**src/rtl/tof_i2c_master.sv**
```systemverilog
// tof_i2c_master: I2C master issuing 16-bit-register byte writes and reads to a ToF sensor.
module tof_i2c_master #(
  parameter logic [6:0] DEV_ADDR = 7'h29,
  parameter int CLK_DIV = 125
) (
  input  logic        clk,
  input  logic        reset,
  input  logic        start,
  input  logic        is_read,
  input  logic [15:0] register_address,
  input  logic [7:0]  i2c_data,
  output logic        ready,
  output logic        error_out,
  output logic [15:0] i2c_data_in,
  output logic        scl,
  output logic        sda_oe,
  input  logic        sda_in
);
  typedef enum logic [3:0] {IDLE, START, SEND_BYTE, GET_ACK, RSTART, RECV_BYTE, SEND_NACK, STOP, DONE} state_t;
  state_t state, n_state;
  logic [9:0] div;
  logic [1:0] phase, n_phase;
  logic [2:0] bit_cnt, n_bit, byte_idx, n_idx;
  logic [15:0] addr;
  logic [7:0] data, rx, tx;
  logic rd, nack, busy, tick, slot_end, n_scl, n_oe;
  always_comb begin
    busy = state != IDLE && state != DONE;
    tick = busy && div == 10'd0;
    slot_end = tick && phase == 2'd3;
    n_state = state;
    n_phase = tick ? phase + 2'd1 : phase;
    n_bit = bit_cnt;
    n_idx = byte_idx;
    if (state == IDLE && start && !ready) begin
      n_state = START;
      n_phase = 2'd0;
      n_bit = 3'd0;
      n_idx = 3'd0;
    end
    if (state == DONE && !start) n_state = IDLE;
    if (slot_end)
      case (state)
        START:     n_state = SEND_BYTE;
        SEND_BYTE: begin
          n_bit = bit_cnt + 3'd1;
          n_state = bit_cnt == 3'd7 ? GET_ACK : SEND_BYTE;
        end
        GET_ACK:   begin
          n_idx = byte_idx + 3'd1;
          n_state = nack ? STOP : byte_idx == 3'd3 ? (rd ? RECV_BYTE : STOP) :
                    (byte_idx == 3'd2 && rd) ? RSTART : SEND_BYTE;
        end
        RSTART:    n_state = START;
        RECV_BYTE: begin
          n_bit = bit_cnt + 3'd1;
          n_state = bit_cnt == 3'd7 ? SEND_NACK : RECV_BYTE;
        end
        SEND_NACK: n_state = STOP;
        STOP:      n_state = DONE;
        default:   n_state = state;
      endcase
    tx = n_idx == 3'd0 ? {DEV_ADDR, 1'b0} : n_idx == 3'd1 ? addr[15:8] :
         n_idx == 3'd2 ? addr[7:0] : rd ? {DEV_ADDR, 1'b1} : data;
    // START/STOP move SDA while SCL is high; every other slot is low-low-high-high
    n_scl = (n_state inside {IDLE, DONE, START}) ? 1'b1 : n_state == STOP ? n_phase != 2'd0 : n_phase[1];
    n_oe = n_state == START ? n_phase[1] : n_state == STOP ? !n_phase[1] :
           n_state == SEND_BYTE ? !tx[3'd7 - n_bit] : 1'b0;
  end
  always_ff @(posedge clk) begin
    if (reset) begin
      state <= IDLE;
      div <= 10'(CLK_DIV - 1);
      phase <= 2'd0;
      bit_cnt <= 3'd0;
      byte_idx <= 3'd0;
      scl <= 1'b1;
      sda_oe <= 1'b0;
      ready <= 1'b0;
      error_out <= 1'b0;
      i2c_data_in <= 16'h0000;
      nack <= 1'b0;
    end else begin
      state <= n_state;
      phase <= n_phase;
      bit_cnt <= n_bit;
      byte_idx <= n_idx;
      scl <= n_scl;
      sda_oe <= n_oe;
      div <= (!busy || tick) ? 10'(CLK_DIV - 1) : div - 10'd1;
      ready <= n_state == DONE;
      if (state == IDLE && n_state == START) begin
        rd <= is_read;
        addr <= register_address;
        data <= i2c_data;
        error_out <= 1'b0;
      end
      if (tick && phase == 2'd2) begin
        nack <= sda_in;
        rx <= state == RECV_BYTE ? {rx[6:0], sda_in} : rx;
      end
      if (slot_end && state == GET_ACK && nack) error_out <= 1'b1;
      if (state == STOP && n_state == DONE && rd && !error_out) i2c_data_in <= {8'h00, rx};
    end
  end
endmodule

```
**config.mk**
```make
export PLATFORM = sky130hd
export DESIGN_NAME = tof_i2c_master
export DESIGN_NICKNAME = d
export VERILOG_FILES = /design/src/rtl/tof_i2c_master.sv
export SDC_FILE = /design/constraint.sdc
export NUM_CORES = 1
export LEC_CHECK = 0
export CAP_MARGIN = 20
export CORE_MARGIN = 2
export CORE_UTILIZATION = 45
export DETAILED_ROUTE_END_ITERATION = 7
export PLACE_DENSITY = 0.79
export SLEW_MARGIN = 20
export SYNTH_ARGS = -nofsm -noshare
export SYNTH_HDL_FRONTEND = slang
export SYNTH_SLANG_ARGS = --single-unit
export TNS_END_PERCENT = 10
```
**constraint.sdc**
```tcl
create_clock -name clk -period 3.2 [get_ports clk]
set_clock_uncertainty 0.1 [all_clocks]
set_input_delay 0.96 -clock clk [delete_from_list [all_inputs] [get_ports clk]]
set_output_delay 0.96 -clock clk [all_outputs]
set_load 0.02 [all_outputs]
```
==> results.md, run 1 <==
* Combinational share of power at 5.9%
* Via count at 2430
* Worst-path fanout max at 15
* Core Box Area at 0.006869 mm^2
* Vias in the first global route at 2292
* Sequential Power Share at 54.3%
* Gr usage total at 17.27%
* Power Density at 435.1 mW/mm^2
* N_diodes at 0
* WL met2 at 3109 um
* Syn. warnings at 0
* Area delta synth->final at 22.63%
* Clock-pin slew on the worst setup and hold paths at 0.07 ns
* Synth area leader: edfxtp_1
* Clock buffer depth at 2
* Count leader, synth: nor2_1
* Yosys reg bits at 68
* CTS sink count at 68
* Initial core utilization at 47.18%
* Largest net degree at the start of global routing at 26
* Initial antenna violation count at 0
* Layout cells sized above 1 at 11.75%
* Cell Rows at 30
* Most area-consuming cells after synthesis: edfxtp_1, dfxtp_1, nor2_1
* Setup CP Type: reg2reg
* Most frequent cells after synthesis: nor2_1, dfxtp_1, edfxtp_1
* I/O pins at 49
* TritonCTS clock tree: built
* Post-synth top area share at 30.58%
* Hold Buf Count CTS at 0
* Slew Viols, Final at 0
* Ys flop type: dfxtp_1
* Routed vias/inst at 5.260
* Root Buffer: clkbuf_8
* Net Sw Frac at 22.40%
* Top layer in use: met4
* Final Cell Area at 0.003974 mm^2
* Placer Congestion at 0.8368
* Seq/Total Area, Yosys at 52.20%
* Avg Inst Size Synth at 10.49 um^2
* DP Worst Slack at -0.02539 ns
* Routed WL at 6223 um
* Crit path DAT at 3.14 ns
* Synth Area in Adders at 3.475%
* ANT nets after route at 0
* Die width at 88.86 um
* Compound-gate portion of the synthesized area at 10.62%
* Post-synth ARST share at 0%
* Mapped Cells at 309
* Grt total ovfl at 0
* Number of flops mapped to enable cells by yosys at 33
* Post-DP Area at 0.003782 mm^2
* Detailed placement HPWL at 4592 um
* First-pass GRT wire length at 10360 um
* Metal1 wirelength at 2721 um
* XOR/XNOR share of the synthesized area at 2.703%
* Final critical-path required period at 2.949 ns
* Final Hold Viols at 0
* Startpoint Class: flip-flop
* Leakage at 1.430 nW
* Critical Path RT at 3.39 ns
* Pre-Repair DR Iteration Count at 5
* Clock share of power at 39.8%
* Die Y at 88.86 um
* Mux cell area share after synthesis at 3.436%
* DRT iter0 DRCs at 80
* DRC at 0
* Routed len/inst at 13.47 um
* Final setup viols at 0
* Period utilization at 92.17%
* P_sw at 0.3873 mW
* Outcome: finished clean
* PostCTS Resize Cnt at 0
* Die area at 0.007896 mm^2
* Clock Latency Late Sink at 0.35 ns
* Filler cell count at 605
* VDD IR-drop max at 0.0002631 V
* # H-tree levels at 3
* Post-Route Utilization at 57.85%
* Critical path capture point type: flip-flop
* Met3 WL at 301 um
* Post-Syn Area at 0.003241 mm^2
* Max_cap viols at 0
* Synth Area in Simple Gates at 23.13%
* Inserted Clock Buffers at 9
* Normalized max-slew margin at 51.47%
* Setup WS post-layout at 0.2506 ns
* Final layout net count at 399
* RSZ-0062 raised after global routing: false
* Main combinational cell family by area after synthesis: simple AND/OR/NAND/NOR gates
* Overall power at 1.729 mW
* IO Port Bufs at 40
* Distinct cells, synth at 64
* HP Class: reg2reg
* Internal power at 1.342 mW
* Setup Fix Bufs, Post-CTS at 0
* Fmax at 339.0 MHz
* Worst slew pin tran at 0.7225 ns
==> worst paths after layout <==
path	slack, ns	cells after the start	start	endpoint
min	0.35	0	rx[3]$_DFFE_PP_	rx[4]$_DFFE_PP_
max	0.25	9	state[1]$_SDFF_PP0_	sda_oe$_SDFF_PP0_
min reg2reg	0.35	0	rx[3]$_DFFE_PP_	rx[4]$_DFFE_PP_
max reg2reg	0.25	9	state[1]$_SDFF_PP0_	sda_oe$_SDFF_PP0_
==> logic make-up (layout without fill, tap and decap cells) <==
group | Yosys count | count (layout)
AOI/OAI and AO/OA | 50 | 50
xor gates and xnor gates | 10 | 10
adders and majority gates | 9 | 9
buffers and inverters | 26 | 76
DFF | 68 | 68
muxes | 11 | 11
other | 1 | 8
and+or+nand+nor | 134 | 134
==> worst max-delay path: stages (launching register included) <==
cell	delay [ns]
dfxtp_1	0.67
nor3_2	0.15
nand4b_4	0.34
nor3_4	0.32
mux2_2	0.41
or3b_1	0.37
a21oi_1	0.12
o21ai_0	0.10
a31o_1	0.22
nand3_1	0.08
==> sequential cells by signal, summed over array words and instances, names as in the netlist <==
register     cells
addr            16
div             10
data             8
i2c_data_in      8
rx               8
state            4
bit_cnt          3
byte_idx         3
phase            2
error_out        1
nack             1
rd               1
ready            1
scl              1
sda_oe           1
==> through the flow <==
stage	TNS, ns	hold slack, ns	std cells
5_1_grt	0	0.3647	462
3_3_place_gp	0	0.3385	446
3_5_place_dp	-0.02539	0.3385	446
2_1_floorplan	0	0.3251	316
6_report	0	0.3507	462
4_1_cts	0	0.3484	462
==> cells in the final DEF (no fill, tap or decap), drive strengths merged, types with 2 or more instances in the layout <==
cell / instances
edfxtp: 33
or3b: 2
nand4b: 2
a21oi: 11
nor2b: 7
buf: 12
nand3: 6
nand2: 30
o21bai: 2
or4: 3
nor3: 11
dfxtp: 35
inv: 9
nand3b: 3
a31oi: 4
a211o: 2
nor4: 2
xnor2: 6
mux2i: 10
nor2: 45
xor2: 4
nand2b: 2
o21ai: 13
nand4: 2
and2: 4
or3: 3
conb: 8
clkbuf: 10
o22ai: 2
o31a: 3
o31ai: 2
nor3b: 6
clkdlybuf4s50: 40
ha: 9
a211oi: 2
clkinv: 3
==> layer usage <==
metal	vias to the layer above	global-route usage, %
li1	1200	-
met1	1152	20.27
met2	69	30.05
met3	9	5.224
met4	0	5.785
met5	-	0
==> power by group through the flow <==
| stage | Sequential [mW] | Clock, mW | Combinational (mW) |
|---|---|---|---|
| after floorplan | 0.956 | 0 | 0.0574 |
| after global placement | 0.958 | 0 | 0.100 |
| after detailed placement | 0.959 | 0 | 0.101 |
| after CTS | 0.939 | 0.702 | 0.102 |
| after global routing | 0.941 | 0.740 | 0.111 |
| final | 0.939 | 0.688 | 0.102 |
==> cell type report <==
class	count	area, um^2	share of cell area (%)
multi-input cells	222	1438	36.18
flip-flops and latches	68	1692	42.57
inverters	8	30.03	0.7557
clock buffers	10	127.6	3.212
clock inverters	6	63.81	1.606
repair buffers	52	503.0	12.66
well taps	96	120.1	3.023
Note: power is estimated with default switching activity, not from simulation.
==> run 2: changes to the inputs <==
--- a/config.mk
+++ b/config.mk
@@ -6,7 +6,7 @@
 export NUM_CORES = 1
 export LEC_CHECK = 0
 export CAP_MARGIN = 20
-export CORE_MARGIN = 2
+export CORE_MARGIN = 4
 export CORE_UTILIZATION = 45
 export DETAILED_ROUTE_END_ITERATION = 7
 export PLACE_DENSITY = 0.79
==> results.md, run 2 (synthesized netlist as in run 1, its figures left out) <==
* Initial core utilization at 46.92% (was 47.18%)
* Clock Latency Late Sink at 0.36 ns (was 0.35 ns)
* ANT nets after route at 0 (unchanged)
* Grt total ovfl at 0 (unchanged)
* Setup CP Type: reg2reg (unchanged)
* Hold WS at 0.3639 ns (was 0.3507 ns)
* Overall power at 1.880 mW (was 1.729 mW)
* Setup Fix Bufs, Post-CTS at 0 (unchanged)
* Sequential Power Share at 50.1% (was 54.3%)
* Max stage delay cell, worst path: dfxtp_1 (unchanged)
* Die area at 0.008623 mm^2 (was 0.007896 mm^2)
* Most common cell after layout, fill and taps aside: nor2_1 (unchanged)
* Crit path DAT at 3.07 ns (was 3.14 ns)
* P_sw at 0.4076 mW (was 0.3873 mW)
* First-pass GRT wire length at 10760 um (was 10360 um)
* Non-Filler Instances at 463 (was 462)
* Final layout net count at 400 (was 399)
* Largest Register: addr (unchanged)
* Biggest regs: addr (16), div (10) (unchanged)
* Die Y at 92.86 um (was 88.86 um)
* Max_cap viols at 0 (unchanged)
* Worst slew pin tran at 0.7131 ns (was 0.7225 ns)
* HP Class: reg2reg (unchanged)
* Critical Path RT at 3.40 ns (was 3.39 ns)
* Inserted Clock Buffers at 9 (unchanged)
* RSZ-0062 raised after global routing: false (unchanged)
* Via count at 2404 (was 2430)
* Critical path capture point type: flip-flop (unchanged)
* Net Sw Frac at 21.68% (was 22.40%)
* Area delta synth->final at 24.40% (was 22.63%)
* Gr usage total at 15.81% (was 17.27%)
* Routed len/inst at 13.99 um (was 13.47 um)
* Worst-path fanout max at 14 (was 15)
* Core Box Area at 0.006907 mm^2 (was 0.006869 mm^2)
* Worst path max stage delay at 0.67 ns (about the same)
* Fmax at 348.0 MHz (was 339.0 MHz)
* Clock buffer depth at 2 (unchanged)
* IO Port Bufs at 40 (unchanged)
* Final setup viols at 0 (unchanged)
* Power Density at 466.4 mW/mm^2 (was 435.1 mW/mm^2)
* I/O pins at 49 (unchanged)
* Cell Rows at 30 (unchanged)
* N_diodes at 0 (unchanged)
* Most frequent cells in the layout: nor2_1, clkdlybuf4s50_1, dfxtp_1 (unchanged)
* # H-tree levels at 3 (unchanged)
* Hold Buf Count CTS at 0 (unchanged)
* Internal power at 1.473 mW (was 1.342 mW)
* Leakage at 1.463 nW (was 1.430 nW)
* Vias in the first global route at 2369 (was 2292)
* Max reg flops at 16 (unchanged)
* PostCTS Resize Cnt at 0 (unchanged)
* DRT iter0 DRCs at 108 (was 80)
* Die width at 92.86 um (was 88.86 um)
* CTS sink count at 68 (unchanged)
* Filler cell count at 605 (unchanged)
* CP delay by family, top: simple AND/OR/NAND/NOR gates (unchanged)
* Inst Count DP at 447 (was 446)
* Pre-Repair DR Iteration Count at 4 (was 5)
* Clock share of power at 44.7% (was 39.8%)
* Outcome: finished clean (unchanged)
* Initial antenna violation count at 0 (unchanged)
* Largest net degree at the start of global routing at 29 (was 26)
* TritonCTS clock tree: built (unchanged)
* Layout cells sized above 1 at 12.53% (was 11.75%)
* Routed WL at 6477 um (was 6223 um)
* VDD IR-drop max at 0.0002534 V (was 0.0002631 V)
* Combinational share of power at 5.2% (was 5.9%)
* Root Buffer: clkbuf_8 (unchanged)
* Slew Viols, Final at 0 (unchanged)
* Placer Congestion at 0.8190 (was 0.8368)
* Crit path buffers/inverters at 0 (unchanged)
* Clock-pin slew on the worst setup and hold paths at 0.08 ns (was 0.07 ns)
* Crit-path cells: nor3_2 -> nand4b_4 -> nor3_4 -> mux2_2 -> or3b_1 -> a21oi_1 -> o21ai_0 -> a31o_1 -> nand3_1 (unchanged)
* Final Hold Viols at 0 (unchanged)
* Routed vias/inst at 5.192 (was 5.260)
* Period utilization at 89.80% (was 92.17%)
* DRC at 0 (unchanged)
* Startpoint Class: flip-flop (unchanged)
* Detailed placement HPWL at 4750 um (was 4592 um)
* Final critical-path required period at 2.874 ns (was 2.949 ns)
* Normalized max-slew margin at 52.10% (was 51.47%)
-- run 2: layout make-up --
class	instances	area, um^2	area share [%]
repair buffers	53	510.5	12.66
multi-input cells	222	1438	35.66
clock inverters	6	92.59	2.297
inverters	8	30.03	0.7449
well taps	96	120.1	2.980
clock buffers	10	148.9	3.693
flip-flops and latches	68	1692	41.96
-- run 2: per-stage QoR --
step | setup WS [ns] | util (%) | instance area (um^2) | setup TNS [ns]
after global routing | 0.02958 | 58.37 | 4031 | 0
after floorplan | 0.1949 | - | 3267 | 0
after CTS | 0.3381 | 58.37 | 4031 | 0
after global placement | 0.06145 | 54.87 | 3790 | 0
final | 0.3263 | 58.37 | 4031 | 0
after detailed placement | -0.001600 | 54.87 | 3790 | -0.001600
-- run 2: path summary, 6_finish.rpt --
path                  startpoint                 to  slack, ns  cells past startpoint
max          state[1]$_SDFF_PP0_  sda_oe$_SDFF_PP0_       0.33                      9
min              rx[4]$_DFFE_PP_    rx[5]$_DFFE_PP_       0.36                      0
max reg2reg  state[1]$_SDFF_PP0_  sda_oe$_SDFF_PP0_       0.33                      9
min reg2reg      rx[4]$_DFFE_PP_    rx[5]$_DFFE_PP_       0.36                      0
-- run 2: layer usage --
layer,track usage [%],up-vias,part of all wire (%)
met5,0,-,0
met3,5.443,13,5.6
met2,27.11,61,50
li1,-,1199,-
met1,17.79,1131,42
met4,6.716,0,1.9
-- run 2: power by group through the flow --
stage / logic [mW] / registers (mW) / clock network [mW]
3_3_place_gp: 0.0962 / 0.961 / 0
2_1_floorplan: 0.0574 / 0.956 / 0
3_5_place_dp: 0.0995 / 0.962 / 0
5_1_grt: 0.108 / 0.944 / 0.887
6_report: 0.0986 / 0.942 / 0.840
4_1_cts: 0.0995 / 0.942 / 0.857
==> run 3: changes to the inputs <==
--- a/config.mk
+++ b/config.mk
@@ -8,6 +8,7 @@
 export CAP_MARGIN = 20
 export CORE_MARGIN = 4
 export CORE_UTILIZATION = 45
+export CTS_CLUSTER_SIZE = 16
 export DETAILED_ROUTE_END_ITERATION = 7
 export PLACE_DENSITY = 0.79
 export SLEW_MARGIN = 20
==> results of run 3 <==
No change in the layout: final DEF, timing and power equal those of run 2.
